## src/rtl/pipe_skid_stage.sv

```systemverilog
// Valid/ready pipeline stage register with optional skid entry (SKID=1 registers ready_o).
// Carries a control and a data bundle; supports an external stall and a flush that inserts a bubble.
module pipe_skid_stage #(
    parameter int DATA_W = 96,
    parameter int CTRL_W = 8,
    parameter int SKID   = 1
) (
    input  logic              clk_i,
    input  logic              rst_i,
    input  logic              flush_i,
    input  logic              stall_i,
    input  logic              valid_i,
    output logic              ready_o,
    input  logic [CTRL_W-1:0] ctrl_i,
    input  logic [DATA_W-1:0] data_i,
    output logic              valid_o,
    input  logic              ready_i,
    output logic [CTRL_W-1:0] ctrl_o,
    output logic [DATA_W-1:0] data_o,
    output logic [1:0]        occ_o
);

    typedef enum logic [1:0] {
        EMPTY = 2'd0,
        ONE   = 2'd1,
        FULL  = 2'd2
    } state_t;

    state_t            state;
    state_t            state_nxt;
    logic              xfer_in;
    logic              xfer_out;
    logic              load_main;
    logic              load_skid;
    logic              move_skid;
    logic [CTRL_W-1:0] main_ctrl;
    logic [DATA_W-1:0] main_data;
    logic [CTRL_W-1:0] skid_ctrl;
    logic [DATA_W-1:0] skid_data;

    assign valid_o  = (state != EMPTY);
    assign xfer_in  = valid_i & ready_o;
    assign xfer_out = valid_o & ready_i & ~stall_i;

    // With a skid entry, ready depends on state only, cutting the ready path between stages.
    if (SKID != 0) begin : g_skid_ready
        assign ready_o = (state != FULL);
    end else begin : g_comb_ready
        assign ready_o = ~valid_o | (ready_i & ~stall_i);
    end

    always_ff @(posedge clk_i or posedge rst_i) begin
        if (rst_i) begin
            state <= EMPTY;
        end else begin
            state <= state_nxt;
        end
    end

    always_comb begin
        state_nxt = state;
        load_main = 1'b0;
        load_skid = 1'b0;
        move_skid = 1'b0;
        if (flush_i) begin
            state_nxt = EMPTY;
        end else begin
            case (state)
                EMPTY: begin
                    if (xfer_in) begin
                        state_nxt = ONE;
                        load_main = 1'b1;
                    end
                end
                ONE: begin
                    if (xfer_in && xfer_out) begin
                        load_main = 1'b1;
                    end else if (xfer_in) begin
                        // Only reachable with SKID=1: with SKID=0 ready_o is low here.
                        state_nxt = FULL;
                        load_skid = 1'b1;
                    end else if (xfer_out) begin
                        state_nxt = EMPTY;
                    end
                end
                FULL: begin
                    if (xfer_out) begin
                        state_nxt = ONE;
                        move_skid = 1'b1;
                    end
                end
                default: state_nxt = EMPTY;
            endcase
        end
    end

    // Bundle registers load only on accept or skid->main move.
    always_ff @(posedge clk_i or posedge rst_i) begin
        if (rst_i) begin
            main_ctrl <= '0;
            main_data <= '0;
            skid_ctrl <= '0;
            skid_data <= '0;
        end else begin
            if (load_main) begin
                main_ctrl <= ctrl_i;
                main_data <= data_i;
            end else if (move_skid) begin
                main_ctrl <= skid_ctrl;
                main_data <= skid_data;
            end
            if (load_skid) begin
                skid_ctrl <= ctrl_i;
                skid_data <= data_i;
            end
        end
    end

    assign ctrl_o = valid_o ? main_ctrl : '0;
    assign data_o = main_data;
    assign occ_o  = state;

endmodule

```

## config.mk

```make
export PLATFORM = sky130hd
export DESIGN_NAME = pipe_skid_stage
export DESIGN_NICKNAME = d
export VERILOG_FILES = /design/src/rtl/pipe_skid_stage.sv
export SDC_FILE = /design/constraint.sdc
export NUM_CORES = 1
export LEC_CHECK = 0
export ABC_AREA = 1
export BUFFER_PORTS_ARGS = -buffer_cell sky130_fd_sc_hd__buf_2
export CAP_MARGIN = 20
export CORE_ASPECT_RATIO = 0.8
export CORE_MARGIN = 4
export CORE_UTILIZATION = 30
export CTS_CLUSTER_SIZE = 25
export DETAILED_ROUTE_END_ITERATION = 8
export PLACE_DENSITY_LB_ADDON = 0.12
export SLEW_MARGIN = 20
export SYNTH_ARGS = -nofsm -noshare
export SYNTH_HDL_FRONTEND = slang
export SYNTH_SLANG_ARGS = --single-unit
export TNS_END_PERCENT = 1
```

## constraint.sdc

```tcl
create_clock -name clk_i -period 7.1 [get_ports clk_i]
set_input_delay 1.42 -clock clk_i [delete_from_list [all_inputs] [get_ports clk_i]]
set_output_delay 1.42 -clock clk_i [all_outputs]
set_load 0.02 [all_outputs]
```

==> run summary, run 1 <==
M1 wire length - 14200 microns
Tightest Hold Check Type - flop to flop
Fill count - 3381
Fmax - 219 MHz
Drt total wl - 28700 microns
RSZ-0062 raised after global routing - false
DIE WIDTH - 209 microns
Minimum clock period - 4.57 ns
Status - finished, final reports clean
Register area - 5260 sq um
Peak VDD IR - 148 uV
Mapped Avg Cell Area - 7.66 sq um
Synthesized area - 9740 sq um
Worst hold start - data_o[15]
Rel. slew slack - 0.396
Clk sinks - 210
CTS buffer count - 24
Antenna Cells - 0
Die Area - 35400 sq um
Synth cell types - 16
CP Max Fanout - 59
Gr ovfl total - 0
Worst-Margin Slew - 0.906 ns
Fin nets - 1556
Setup TNS - 0 ns
Post-route antenna net violation count - 0
Arr. time, crit path - 4.97 ns
Syn Inst Count - 1271
Met3 routed WL - 1300 microns
Critical path type - input pin to flop
Sequential share of the synthesized area - 0.539
Max cap viols - 0
CTS root buf - clkbuf_16
Global-route wire length before repair - 47500 microns
Post-cts hold buffer count - 0
First drt pass iteration count - 5
CP Launch Type - input pin
Post-CTS sizing - 0
Slew Viols, Final - 0
Reg clk slew, reported paths - 0.06 ns
Reg-to-Reg Start - occ_o[1]
Initial drt markers - 524
Number of synthesis warnings - 0
Yosys top cell by area - dfrtp_1
Met2 routed WL - 12700 microns
Critical Path End Type - flop
Pre-CTS setup slack - 1.89 ns
Synth area leaders - dfrtp_1 (54%), nand2_1 (16%), nand3_1 (11%)
H-tree Lvls - 1
# DRC - 0
Multi-input logic area - 3300 sq um
Overall global routing resource usage - 0.163
Via count - 8324
Top Layer Used - met5
DP HPWL - 17200 microns
Layout cells sized above 1 - 0.188
Initial antenna violation count - 1
Final Hold Fails - 0
Final Setup Violations - 0
Post-CTS Setup Repair Bufs - 0
Layout Skew - 0.00780 ns
Largest net degree at the start of global routing - 146
Num rows - 58
CTS tree - done
Chip height - 169 microns
Launch point of the worst path - stall_i
Area grow syn2layout - 21.7%
Vias in the first global route - 8506
I/O pin total - 218
Floorplan core area - 31700 sq um
Yosys reg bits - 210
Final setup margin - 2.53 ns
Pwr dens - 375 nW/um^2
Post-DR vias/cell - 4.43
Critical Path RT - 7.50 ns
Clock Tree Buf Depth - 3
Leakage - 0.00692 uW
Fin crit share - 0.644
Wirelength per Cell - 15.3 microns
Syn_nets - 1381
PortBufs - 217
Initial core utilization - 0.307
Clk_lat worst skew - 0.51 ns
RePlAce Congestion - 0.736
Top cell type's share of synthesized area - 0.539
[critical path: stages]
cell	delay (ns)
buf_2	0.11
inv_1	0.06
nand2_1	0.10
nand2_4	0.54
nand2_4	0.43
nand2_4	0.57
clkinv_2	0.79
buf_4	0.60
nand2_1	0.15
nand2_1	0.06
[final cells by class]
class                           count  area share
Clock buffer                       32      0.0592
Timing Repair Buffer              227      0.0990
Sequential cell                   210       0.443
Inverter                          225      0.0717
Clock inverter                      9     0.00412
Tap cell                          420      0.0443
Multi-Input combinational cell    758       0.278
[Yosys cell counts]
cell type,number
nand2_2,5
inv_1,223
nand3_1,215
nand4_1,1
nor2_4,1
buf_4,8
clkbuf_1,26
dfrtp_1,210
o21ai_1,1
inv_2,2
o21ai_0,102
buf_2,39
nand3b_1,1
buf_1,5
nand2_1,420
nor2_1,12
[metal layers]
| layer | vias up | track usage |
|---|---|---|
| met1 | 3879 | 0.236 |
| met4 | 2 | 0.0312 |
| met3 | 38 | 0.0249 |
| met2 | 184 | 0.263 |
| met5 | - | 0 |
| li1 | 4221 | - |
[path summary, 6_finish.rpt]
kind | to | slack [ns] | depth (start not counted)
max in group asynchronous | data_o[48] | 4.73 | 4
max reg2reg | data_o[47] | 3.06 | 10
min reg2reg | data_o[15] | 0.47 | 2
max | data_o[47] | 2.53 | 10
min | data_o[15] | 0.47 | 2
min in group asynchronous | skid_data[10] | 1.09 | 3
[layout by cell type, fill, tap and decap left out, types with 2 or more instances in the layout]
cell       netlist  final
nand2_1        420    420
inv_1          223    222
buf_2           39    217
nand3_1        215    215
dfrtp_1        210    210
o21ai_0        102    102
clkbuf_16        0     25
nor2_1          12     12
clkinv_2         0      9
buf_4            8      9
clkbuf_8         0      5
nand2_4          0      3
clkbuf_1        26      2
[kinds of logic (layout without fill, tap and decap cells)]
| family | count (synthesis) | count (layout) | share of synthesized area |
|---|---|---|---|
| and+or+nand+nor | 655 | 655 | 0.283 |
| buffers and inverters | 303 | 493 | 0.125 |
| DFF | 210 | 210 | 0.539 |
| AOI/OAI and AO/OA | 103 | 103 | 0.0529 |
[power breakdown]
group          switching [uW]  internal, uW
Clock                     509           690
Sequential                253          1650
Combinational             876           468
Total                    1640          2810
[sequential cells by signal (all words and copies together), names as in the netlist]
| register | cells |
|---|---|
| data_o | 96 |
| skid_data | 96 |
| main_ctrl | 8 |
| skid_ctrl | 8 |
| occ_o | 2 |
[through the flow]
step	hold slack, ns	utilization	total power (uW)	std cells	cell area, sq um
after floorplan	0.442	-	2810	1271	9740
after global placement	0.460	0.350	3270	1840	11100
after detailed placement	0.460	0.350	3290	1840	11100
after CTS	0.477	0.374	4520	1881	11900
after global routing	0.496	0.374	4790	1881	11900
final	0.471	0.374	4450	1881	11900
No activity file was read; power rests on OpenSTA's default activity.
==> run 2, diff against run 1 <==
--- a/config.mk
+++ b/config.mk
@@ -5,7 +5,7 @@
 export SDC_FILE = /design/constraint.sdc
 export NUM_CORES = 1
 export LEC_CHECK = 0
-export ABC_AREA = 1
+export ABC_AREA = 0
 export BUFFER_PORTS_ARGS = -buffer_cell sky130_fd_sc_hd__buf_2
 export CAP_MARGIN = 20
 export CORE_ASPECT_RATIO = 0.8
==> constraint.sdc (replaced) <==
create_clock -name clk_i -period 4.41 [get_ports clk_i]
set_input_delay 0.882 -clock clk_i [delete_from_list [all_inputs] [get_ports clk_i]]
set_output_delay 0.882 -clock clk_i [all_outputs]
set_load 0.02 [all_outputs]
==> run 2 against run 1 <==
Sequential cell count stayed put. Final cell count shrank 31%. Sequential power up 46%. Design area down 6.9%. Combinational power is 17% higher. Largest power group unchanged.
==> run summary, run 2 <==
Synthesized area - 8830 sq um
Clk sinks - 210
Leading cell type in the layout, fill and taps excluded - buf_2
Worst hold start - skid_data[60]
Post-CTS sizing - 0
CP Cell Sequence - nor2_1, nor2b_1, buf_2
First drt pass iteration count - 4
PortBufs - 217
Arr. time, crit path - 2.09 ns
Critical Path End Type - output port
Sequential share of the synthesized area - 0.595
DIE WIDTH - 200 microns
Overall global routing resource usage - 0.129
Status - finished, final reports clean
Reg clk slew, reported paths - 0.06 ns
Yosys top cell by area - dfrtp_1
Critical path type - flop to output port
Initial drt markers - 203
Mapped Avg Cell Area - 12.6 sq um
Setup TNS - 0 ns
Tightest Hold Check Type - flop to flop
H-tree Lvls - 1
CTS buffer count - 24
Final Setup Violations - 0
Number of synthesized flops with an enable pin - 0
Post-Route Utilization - 0.386
CP Max Fanout - 9
Antenna Cells - 0
Worst path slowest cell - nor2_1
Die Area - 32300 sq um
I/O pin total - 218
Initial core utilization - 0.308
Fin nets - 1016
Layout cells sized above 1 - 0.404
Ys async rst share - 1.00
Worst-Margin Slew - 0.880 ns
CP Launch Type - flop
# DRC - 0
Number of synthesis warnings - 0
Gr ovfl total - 0
CTS tree - done
Initial antenna violation count - 1
Syn Inst Count - 700
Layout Skew - 0.0125 ns
Num rows - 55
Yosys reg bits - 210
Synth cell types - 22
Top cell type's share of synthesized area - 0.595
CTS root buf - clkbuf_16
Fmax - 336 MHz
Post-CTS Setup Repair Bufs - 0
Most common cell in the netlist - dfrtp_1
Top_reg_cell synth - dfrtp_1
Commonest cells in the synthesized netlist - dfrtp_1 (210), mux2_2 (106), nor2_1 (106)
Post-DR vias/cell - 4.52
RSZ-0062 raised after global routing - false
Post-route antenna net violation count - 0
Via count - 5823
Fin crit share - 0.675
Reg-to-Reg Start - occ_o[1]
Critical Path RT - 3.53 ns
Wirelength per Cell - 16.5 microns
Final Hold Fails - 0
Drt total wl - 21200 microns
CP delay by family, top - simple AND/OR/NAND/NOR gates
RePlAce Congestion - 0.687
Floorplan core area - 28600 sq um
Synth area leaders - dfrtp_1 (60%), mux2_2 (14%), mux2i_1 (12%)
Pwr dens - 570 nW/um^2
DP HPWL - 13800 microns
Peak VDD IR - 286 uV
Fill count - 2863
Launch point of the worst path - occ_o[0]
Worst path bufs/invs - 1
Max cap viols - 0
Largest net degree at the start of global routing - 123
Leakage - 0.00499 uW
Chip height - 161 microns
Minimum clock period - 2.98 ns
Worst path max stage delay - 0.74 ns
Post-cts hold buffer count - 0
Clock Tree Buf Depth - 3
Area grow syn2layout - 25.0%
Global-route wire length before repair - 34000 microns
Clk_lat worst skew - 0.50 ns
Overall power - 6290 uW
Rel. slew slack - 0.411
Commonest cells after routing, fill and taps aside - buf_2 (217), dfrtp_1 (210), nor2_1 (106), mux2_2 (106)
Slew Viols, Final - 0
Syn_nets - 810
Vias in the first global route - 6124
run 2: cell count changes after synthesis, sizes merged, moves of 23 or more:
cell    delta
mux2i    +103
nand2    -424
mux2     +106
nor2      +93
nand3    -214
a21oi    +103
clkbuf    -23
inv      -223
o21ai    -103
run 2: path summary, 6_finish.rpt:
| kind | slack, ns | endpoint | cells past startpoint |
|---|---|---|---|
| min reg2reg | 0.50 | skid_data[60] | 1 |
| min in group asynchronous | 0.51 | skid_data[31] | 2 |
| max | 1.43 | ctrl_o[0] | 3 |
| max reg2reg | 2.12 | skid_data[85] | 5 |
| min | 0.50 | skid_data[60] | 1 |
| max in group asynchronous | 2.72 | data_o[23] | 3 |
run 2: cell families (layout without fill, tap and decap cells):
group,after synthesis,in the layout,share of synthesized area
flip-flops,210,210,0.595
multiplexers,209,209,0.252
AND/OR/NAND/NOR,125,125,0.0598
AO/OA/AOI/OAI,108,108,0.0646
buffers and inverters,48,267,0.0285
run 2: report_power, final:
group	total [uW]	switching [uW]	internal (uW)	leakage [uW]
registers	2780	278	2500	0.00248
clock network	1950	768	1180	0.000384
logic	1570	869	703	0.00212
total	6290	1920	4380	0.00499
run 2: cell type report:
| cell class | count | area [sq um] | area share |
|---|---|---|---|
| timing repair buffer | 226 | 1190 | 0.108 |
| clock inverter | 1 | 11.3 | 0.00102 |
| sequential | 210 | 5260 | 0.476 |
| clock buffer | 38 | 764 | 0.0693 |
| inverter | 2 | 11.3 | 0.00102 |
| multi-input combinational | 442 | 3340 | 0.303 |
| tap | 370 | 463 | 0.0419 |
run 2: metal layers:
layer / track usage / wire length, microns
met1: 0.176 / 9860
met2: 0.209 / 9660
met3: 0.0313 / 1130
met4: 0.0321 / 546
met5: 0 / 7
run 2: through the flow:
stage	std cells	area [sq um]	hold WS (ns)	setup slack (ns)
2_1_floorplan	700	8830	0.474	0.800
3_3_place_gp	1250	10300	0.485	1.60
3_5_place_dp	1250	10300	0.491	1.57
4_1_cts	1289	11000	0.504	1.27
5_1_grt	1289	11000	0.509	1.27
6_report	1289	11000	0.501	1.43
==> run 3, diff against run 2 <==
--- a/config.mk
+++ b/config.mk
@@ -5,7 +5,7 @@
 export SDC_FILE = /design/constraint.sdc
 export NUM_CORES = 1
 export LEC_CHECK = 0
-export ABC_AREA = 0
+export ABC_AREA = 1
 export BUFFER_PORTS_ARGS = -buffer_cell sky130_fd_sc_hd__buf_2
 export CAP_MARGIN = 20
 export CORE_ASPECT_RATIO = 0.8
==> constraint.sdc (replaced) <==
create_clock -name clk_i -period 3.1 [get_ports clk_i]
set_input_delay 0.62 -clock clk_i [delete_from_list [all_inputs] [get_ports clk_i]]
set_output_delay 0.62 -clock clk_i [all_outputs]
set_load 0.02 [all_outputs]
==> run 3 against run 2 <==
Final cell count is 47% higher. Routed wire length is 36% higher. Combinational power is 99% higher. Worst hold slack worse by 0.14 ns.
==> run summary, run 3 (synthesis gave the netlist of run 1 again) <==
CTS tree - done
# DRC - 0
Overall power - 10600 uW
Minimum clock period - 2.25 ns
Gr ovfl total - 0
Initial drt markers - 502
CP Launch Type - flop
Post-cts hold buffer count - 1
Peak VDD IR - 451 uV
DIE WIDTH - 209 microns
Layout Skew - 0.0170 ns
Part of the power in registers - 0.412
Clock Tree Buf Depth - 3
Global-route wire length before repair - 47500 microns
Tightest Hold Check Type - input pin to flop
PortBufs - 217
Worst path max stage delay - 0.50 ns
Worst path bufs/invs - 2
Fmax - 445 MHz
Wirelength per Cell - 15.2 microns
Rel. slew slack - 0.364
Post-route antenna net violation count - 0
Worst-Margin Slew - 0.954 ns
Critical path type - flop to output port
Num rows - 58
Commonest cells after routing, fill and taps aside - nand2_1 (420), inv_1 (222), buf_2 (217), nand3_1 (215), dfrtp_1 (210)
CP Cell Sequence - nor2_1, buf_4, nor2_1, buf_2
Sw Share - 0.360
Slew Viols, Final - 0
Reg clk slew, reported paths - 0.06 ns
Final Hold Fails - 0
Critical Path RT - 2.48 ns
Area grow syn2layout - 24.9%
Final Non-Filler Cells - 1897
Initial core utilization - 0.307
Post-DP Area - 11300 sq um
Comb pwr share - 0.296
Floorplan core area - 31700 sq um
Arr. time, crit path - 1.63 ns
Post-CTS Setup Repair Bufs - 0
Overall global routing resource usage - 0.163
Antenna Cells - 0
Fin nets - 1569
Vias in the first global route - 8456
Leakage - 0.00707 uW
Chip height - 169 microns
Initial antenna violation count - 1
Clk sinks - 210
Status - finished, final reports clean
Pre-CTS setup slack - 0.705 ns
Critical Path End Type - output port
Max cap viols - 0
Clk_lat worst skew - 0.53 ns
First drt pass iteration count - 5
Most used cell, CP - nor2_1
RSZ-0062 raised after global routing - false
Layout cells sized above 1 - 0.194
Die Area - 35400 sq um
RePlAce Congestion - 0.726
CTS buffer count - 26
H-tree Lvls - 1
Worst path slowest cell - dfrtp_1
Placed cell count - 1850
Post-CTS sizing - 0
Leading cell type in the layout, fill and taps excluded - nand2_1
Clock network fraction of total power - 0.292
Sw power - 3800 uW
CP Max Fanout - 9
Fin area - 12200 sq um
Post-DR vias/cell - 4.41
Fin crit share - 0.725
Largest net degree at the start of global routing - 106
I/O pin total - 218
Final setup margin - 0.851 ns
Via count - 8363
Final Setup Violations - 0
CTS root buf - clkbuf_16
DP HPWL - 17400 microns
Drt total wl - 28900 microns
CP delay by family, top - flip-flops
Pwr dens - 869 nW/um^2
Internal Power - 6760 uW
run 3: cell type report:
class	instances	area (sq um)
fillers	3374	19500
flip-flops and latches	210	5260
multi-input cells	758	3300
repair buffers	238	1370
inverters	225	850
clock buffers	39	769
well taps	420	526
clock inverters	7	100
run 3: tightest hold or removal path: stages:
cell and delay, ns:
buf_2 0.10, inv_1 0.05, o21ai_0 0.08
run 3: final timing paths:
check                      startpoint             to  slack [ns]  cells past startpoint
max in group asynchronous       rst_i  skid_data[74]        1.76                      4
min in group asynchronous       rst_i      data_o[3]        0.59                      3
setup reg to reg             occ_o[0]     data_o[74]        0.98                      7
hold reg to reg            data_o[11]     data_o[11]        0.47                      2
hold / removal             data_i[64]  skid_data[64]        0.36                      3
setup / recovery             occ_o[0]      ctrl_o[4]        0.85                      4
run 3: metal layers:
metal	GRT usage	part of all wire	routed length, microns	vias up
li1	-	-	-	4258
met1	0.243	0.49	14300	3884
met2	0.253	0.44	12600	192
met3	0.0347	0.057	1650	27
met4	0.0227	0.010	297	2
met5	0	0.00045	13	-
run 3: per-stage QoR:
step	hold WS (ns)	TNS, ns	util
after floorplan	0.442	-52.12	-
after global placement	0.459	0	0.356
after detailed placement	0.461	0	0.356
after CTS	0.332	0	0.384
after global routing	0.353	0	0.384
final	0.359	0	0.384
run 3: power by group through the flow:
| stage | combinational, uW | sequential (uW) | clock, uW |
|---|---|---|---|
| floorplan | 1550 | 4890 | 0 |
| CTS | 3210 | 4360 | 3190 |
| global route | 3610 | 4500 | 3310 |
| detailed placement | 3200 | 4390 | 0 |
| global placement | 3150 | 4400 | 0 |
| finish | 3130 | 4350 | 3080 |
